<file path="config.mk">
export PLATFORM = sky130hd
export DESIGN_NAME = pipelined_shift_unit
export DESIGN_NICKNAME = d
export VERILOG_FILES = /design/src/rtl/pipelined_shift_unit.sv
export SDC_FILE = /design/constraint.sdc
export NUM_CORES = 1
export LEC_CHECK = 0
export BUFFER_PORTS_ARGS = -buffer_cell sky130_fd_sc_hd__buf_2
export CAP_MARGIN = 25
export CORE_MARGIN = 2
export CORE_UTILIZATION = 30
export CTS_BUF_LIST = sky130_fd_sc_hd__clkbuf_2 sky130_fd_sc_hd__clkbuf_4 sky130_fd_sc_hd__clkbuf_8
export DETAILED_ROUTE_END_ITERATION = 8
export SKIP_LAST_GASP = 1
export SYNTH_ARGS = -nofsm -noshare
export SYNTH_HDL_FRONTEND = slang
export SYNTH_SLANG_ARGS = --single-unit
export TNS_END_PERCENT = 30
</file>
<file path="constraint.sdc">
create_clock -name clk -period 8.3 [get_ports clk]
set_input_delay 1.66 -clock clk [delete_from_list [all_inputs] [get_ports clk]]
set_output_delay 1.66 -clock clk [all_outputs]
set_load 0.02 [all_outputs]
</file>
<file path="src/rtl/pipelined_shift_unit.sv">
// Two-stage pipelined shift/normalise unit with valid/ready handshakes.
// Stage 1 registers the operand, the NORM leading-zero count and a partial
// shift by the upper amount bits; stage 2 finishes the shift with the lower
// amount bits, derives carry/zero/count and holds the result under backpressure.
module pipelined_shift_unit #(
    parameter int WIDTH = 16,
    parameter int AMT_W = $clog2(WIDTH) + 1
) (
    input  logic             clk,
    input  logic             reset,
    input  logic             in_valid,
    output logic             in_ready,
    input  logic [WIDTH-1:0] in_data,
    input  logic [AMT_W-1:0] in_amt,
    input  logic [2:0]       in_op,
    output logic             out_valid,
    input  logic             out_ready,
    output logic [WIDTH-1:0] out_data,
    output logic [AMT_W-1:0] out_cnt,
    output logic             out_carry,
    output logic             out_zero,
    output logic             out_err
);

    typedef enum logic [2:0] {
        OP_SLL  = 3'b000,
        OP_SRL  = 3'b001,
        OP_SRA  = 3'b010,
        OP_ROL  = 3'b011,
        OP_ROR  = 3'b100,
        OP_NORM = 3'b101,
        OP_RSV0 = 3'b110,
        OP_RSV1 = 3'b111
    } op_e;

    localparam int               LO      = AMT_W / 2;
    localparam logic [AMT_W-1:0] W_AMT   = AMT_W'(WIDTH);
    localparam logic [AMT_W-1:0] LO_MASK = AMT_W'((1 << LO) - 1);

    // One shifter shared by both stages; rotate amounts are always < WIDTH here.
    function automatic logic [WIDTH-1:0] f_shift(input op_e op,
                                                 input logic [WIDTH-1:0] x,
                                                 input logic [AMT_W-1:0] a);
        logic [2*WIDTH-1:0] dbl;
        logic [WIDTH-1:0]   res;
        dbl = {x, x};
        res = x;
        case (op)
            OP_SLL, OP_NORM: res = x << a;
            OP_SRL:          res = x >> a;
            OP_SRA:          res = $signed(x) >>> a;
            OP_ROL: begin
                dbl = {x, x} << a;
                res = dbl[2*WIDTH-1:WIDTH];
            end
            OP_ROR: begin
                dbl = {x, x} >> a;
                res = dbl[WIDTH-1:0];
            end
            default:         res = x;
        endcase
        return res;
    endfunction

    logic             w_s1_adv;
    logic             w_s2_adv;
    op_e              w_op;
    logic [AMT_W-1:0] w_lzc;
    logic [AMT_W-1:0] w_rot;
    logic [AMT_W-1:0] w_amt_eff;
    logic [WIDTH-1:0] w_s1_part;

    logic             r_s1_valid;
    op_e              r_s1_op;
    logic [WIDTH-1:0] r_s1_x;
    logic [WIDTH-1:0] r_s1_part;
    logic [AMT_W-1:0] r_s1_k;
    logic [AMT_W-1:0] r_s1_eff;

    logic [WIDTH-1:0] w_s2_data;
    logic [WIDTH-1:0] w_sll_sh;
    logic [WIDTH-1:0] w_srl_sh;
    logic             w_s2_carry;
    logic             w_s2_err;
    logic [AMT_W-1:0] w_s2_cnt;

    logic             r_out_valid;
    logic [WIDTH-1:0] r_out_data;
    logic [AMT_W-1:0] r_out_cnt;
    logic             r_out_carry;
    logic             r_out_zero;
    logic             r_out_err;

    assign w_s2_adv = ~r_out_valid | out_ready;
    assign w_s1_adv = ~r_s1_valid | w_s2_adv;
    assign in_ready = w_s1_adv;

    assign w_op  = op_e'(in_op);
    assign w_rot = in_amt % W_AMT;

    // Leading-zero count of the incoming operand (WIDTH when all zero)
    always_comb begin
        w_lzc = W_AMT;
        for (int unsigned i = 0; i < WIDTH; i++) begin
            if (in_data[i]) w_lzc = AMT_W'(WIDTH - 1 - i);
        end
    end

    // Effective amount per op and the partial shift by its upper bits
    always_comb begin
        case (w_op)
            OP_ROL, OP_ROR: w_amt_eff = w_rot;
            OP_NORM:        w_amt_eff = w_lzc;
            default:        w_amt_eff = in_amt;
        endcase
        w_s1_part = f_shift(w_op, in_data, w_amt_eff & ~LO_MASK);
    end

    // Stage 1 register: loads only when the slot is free or draining
    always_ff @(posedge clk or negedge reset) begin
        if (!reset) begin
            r_s1_valid <= 1'b0;
            r_s1_op    <= OP_SLL;
            r_s1_x     <= '0;
            r_s1_part  <= '0;
            r_s1_k     <= '0;
            r_s1_eff   <= '0;
        end else if (w_s1_adv) begin
            r_s1_valid <= in_valid;
            if (in_valid) begin
                r_s1_op   <= w_op;
                r_s1_x    <= in_data;
                r_s1_part <= w_s1_part;
                r_s1_k    <= in_amt;
                r_s1_eff  <= w_amt_eff;
            end
        end
    end

    // Finish the shift with the lower amount bits and derive count/carry/err
    always_comb begin
        w_s2_data  = f_shift(r_s1_op, r_s1_part, r_s1_eff & LO_MASK);
        // bit 0 of these is x[WIDTH-k] / x[k-1] whenever 1 <= k <= WIDTH
        w_sll_sh   = r_s1_x >> (W_AMT - r_s1_k);
        w_srl_sh   = r_s1_x >> (r_s1_k - AMT_W'(1));
        w_s2_carry = 1'b0;
        w_s2_err   = 1'b0;
        w_s2_cnt   = '0;
        case (r_s1_op)
            OP_SLL: begin
                w_s2_cnt = (r_s1_k > W_AMT) ? W_AMT : r_s1_k;
                if (r_s1_k != '0 && r_s1_k <= W_AMT) w_s2_carry = w_sll_sh[0];
            end
            OP_SRL: begin
                w_s2_cnt = (r_s1_k > W_AMT) ? W_AMT : r_s1_k;
                if (r_s1_k != '0 && r_s1_k <= W_AMT) w_s2_carry = w_srl_sh[0];
            end
            OP_SRA: begin
                w_s2_cnt = (r_s1_k > W_AMT) ? W_AMT : r_s1_k;
                if (r_s1_k > W_AMT)      w_s2_carry = r_s1_x[WIDTH-1];
                else if (r_s1_k != '0)   w_s2_carry = w_srl_sh[0];
            end
            OP_ROL: begin
                w_s2_cnt   = r_s1_eff;
                w_s2_carry = (r_s1_eff != '0) & w_s2_data[0];
            end
            OP_ROR: begin
                w_s2_cnt   = r_s1_eff;
                w_s2_carry = (r_s1_eff != '0) & w_s2_data[WIDTH-1];
            end
            OP_NORM: w_s2_cnt = r_s1_eff;
            default: w_s2_err = 1'b1;
        endcase
    end

    // Output register: holds its contents while the consumer stalls
    always_ff @(posedge clk or negedge reset) begin
        if (!reset) begin
            r_out_valid <= 1'b0;
            r_out_data  <= '0;
            r_out_cnt   <= '0;
            r_out_carry <= 1'b0;
            r_out_zero  <= 1'b0;
            r_out_err   <= 1'b0;
        end else if (w_s2_adv) begin
            r_out_valid <= r_s1_valid;
            if (r_s1_valid) begin
                r_out_data  <= w_s2_data;
                r_out_cnt   <= w_s2_cnt;
                r_out_carry <= w_s2_carry;
                r_out_zero  <= (w_s2_data == '0) & ~w_s2_err;
                r_out_err   <= w_s2_err;
            end
        end
    end

    assign out_valid = r_out_valid;
    assign out_data  = r_out_data;
    assign out_cnt   = r_out_cnt;
    assign out_carry = r_out_carry;
    assign out_zero  = r_out_zero;
    assign out_err   = r_out_err;

endmodule

</file>
==> results_dict.tcl <==
set metrics [dict create \
    ios 54 \
    comb_power_share_pct 43.6 \
    synth-edff-count 0 \
    outcome "complete, no violations" \
    vias 5994 \
    synthesis.area_mm2 0.00610 \
    first_pass_iters 6 \
    hold_viol_final 0 \
    cts_tree "built" \
    switching_share_pct 42.4 \
    hold_buffers 0 \
    clk_latency_ns 0.39 \
    post-route-drc-count 0 \
    layout_commonest_cell "nand2_1" \
    clk_pin_slew_worst_paths_ns 0.08 \
    hpwl_mm 13.7 \
    die-area_mm2 0.0215 \
    holdCritPathClass "flip-flop to flip-flop" \
    area_delta_synth_final_pct 9.39 \
    synth_ff_type "dfrtp_1" \
    leakagePower_nw 2.71 \
    cts_max_path_buffers 2 \
    finalCriticalPeriod_ns 4.26 \
    skew_ns 0.0194 \
    r2r_slack_ns 5.24 \
    grt-ovfl-total 0 \
    finalCritPeriodShare_pct 51.3 \
    crit_arrival_ns 4.50 \
    grt_setup_unrepaired "no" \
    netlist-cell-type-count 74 \
    ant_nets 0 \
    grt_use_total_pct 18.7 \
    die_h_um 147 \
    start_kind "input port" \
    ys_ff_latch 71 \
    rows 52 \
    start_util_pct 30.3 \
    dr.first_iter.drc_count 617 \
    drv_cap 0 \
    clock.fmax_mhz 235 \
    post_cts_buffers 0 \
    final_cell_mix "147 x nand2_1, 70 x dfrtp_1, 58 x o21ai_0" \
    p_per_area_mw_per_mm2 214 \
    viasPerCell 5.88 \
    internal_power_mw 0.822 \
    fin_ws_ns 4.04 \
    maxSlewViolCount 0 \
    max_slew_margin_pct 30.1 \
    seqPwrFrac_pct 35.5 \
    critPathRequiredTime_ns 8.54 \
    pre_cts_ws_ns 3.80 \
    numCtsBuffers 9 \
    grt_max_degree 72 \
    core_mm2 0.0201 \
    routedWlPerCell_um 19.4 \
    nets 775 \
    portBuffers 53 \
    post_cts_resized 0 \
    gp_congestion 0.953 \
    synthesis.nets 768 \
    cts_root_buffer "clkbuf_8" \
    ir_drop_mv 0.0701 \
    grt_pass1_vias 5673 \
    setup_violations 0 \
    fin_util_pct 33.2 \
    power_switching_mw 0.604 \
    yosys_warnings 0 \
    endpoint_kind "flip-flop" \
    fin_setup_tns_ns 0 \
    antenna_found_initial 0 \
    grt_pass1_wl_mm 32.2 \
    wl_mm 19.8 \
    async_flop_share_pct 100 \
    die-width_um 147 \
    diodes 0 \
    crit_type "input port to flip-flop" \
    cts_num_sinks 71 \
    cp_max_fo 23 \
    avgSynthCellArea_um2 8.27 \
    synth_cells 738 \
    p_clk_share_pct 20.9 \
    worst_pin_slew_ns 1.04 \
    cts_htree_levels 3 \
    final_layout_size_suffix_gt1_share_pct 17.3 \
    yosysSeqAreaShare_pct 29.1 \
]
-- worst max-delay path, cell delays in order --
cell and delay [ns]:
buf_2 0.23, nand3b_1 0.39, and2_0 0.77, a31o_2 0.58
mux2i_1 0.29, a21oi_1 0.09, a221oi_1 0.34, a22oi_1 0.14
-- flip-flops by register name, summed over array words and instances (netlist names), 3 cells and up --
| signal | cells |
|---|---|
| out_data | 16 |
| r_s1_part | 16 |
| r_s1_x | 16 |
| out_cnt | 5 |
| r_s1_eff | 5 |
| r_s1_k | 5 |
| r_s1_op | 3 |
-- synth_stat cells, types with 3 or more instances --
cell         n  area share [%]
o22ai_1     10             1.0
mux2_2      16             3.0
a21oi_1     36             3.0
a311oi_1     5            0.72
buf_1        6            0.37
a21boi_0     3            0.37
nand2b_1    10             1.0
nor3_1      14             1.1
nor2_1      40             2.5
clkbuf_1    33             2.0
a32oi_1      7             1.0
o21a_1       4            0.49
a31oi_1     11             1.1
o21ai_1     12            0.98
buf_6        3            0.55
nor4_1       5            0.51
nand2_1    147             9.0
nor2b_1      7            0.72
and2_1       5            0.51
nor4b_1      3            0.43
o31ai_1      6            0.74
a22oi_1     13             1.6
a211oi_1     4            0.49
mux2i_1     32             5.3
dfrtp_1     71              29
buf_2       17             1.4
o2bb2ai_1    4            0.57
a221oi_1     8             1.1
inv_1       12            0.74
mux4_2      26             9.6
xnor2_1      6            0.86
or3_1        5            0.51
o21ai_0     58             4.8
nand3b_1     5            0.62
buf_4        6            0.74
xor2_1       3            0.43
o221ai_1     5            0.72
o211ai_1     7            0.86
nand3_1     29             2.4
-- stage by stage --
stage / cells / power (mW) / cell area, µm² / hold WS (ns)
after floorplan: 738 / 0.954 / 6100 / 0.457
after global placement: 1003 / 1.12 / 6450 / 0.457
after detailed placement: 1003 / 1.13 / 6450 / 0.466
after CTS: 1019 / 1.43 / 6650 / 0.484
after global routing: 1020 / 1.52 / 6670 / 0.518
final: 1020 / 1.43 / 6670 / 0.479
-- metal layers --
layer | vias up | GRT usage [%] | wire [µm]
met2 | 316 | 26.8 | 8310
met3 | 56 | 3.16 | 1730
met5 | - | 0 | 0
met4 | 0 | 7.86 | 659
li1 | 2761 | - | -
met1 | 2861 | 27.7 | 9120
-- final timing paths --
kind / from / to / cells past startpoint
max: in_op[1] / r_s1_part[3] / 8
min: out_data[3] / out_data[3] / 2
max reg2reg: r_s1_k[0] / out_carry / 7
min reg2reg: out_data[3] / out_data[3] / 2
max in group asynchronous: reset / r_s1_eff[0] / 3
min in group asynchronous: reset / out_carry / 3
-- cell type report --
class | instances | area [µm²]
clock buffer | 9 | 124
clock inverter | 7 | 72.6
fill | 2142 | 13400
inverter | 12 | 45.0
multi-input combinational | 589 | 3960
sequential | 71 | 1780
tap | 270 | 338
timing repair buffer | 62 | 353
-- cells by family after synthesis --
kind of cell             share of synthesized area, %
AO/OA/AOI/OAI                                    23.3
XOR/XNOR                                         1.29
adder cells (fa/ha/maj)                         0.410
buffers and inverters                            5.91
flip-flops                                       29.1
multiplexers                                     18.4
AND/OR/NAND/NOR                                  21.5
-- power by group through the flow --
stage | clock network, mW | registers, mW | logic, mW
3_3_place_gp | 0 | 0.509 | 0.611
5_1_grt | 0.315 | 0.521 | 0.683
4_1_cts | 0.302 | 0.506 | 0.618
2_1_floorplan | 0 | 0.528 | 0.426
6_report | 0.298 | 0.506 | 0.622
3_5_place_dp | 0 | 0.513 | 0.616
No activity file was read; power rests on OpenSTA's default activity.
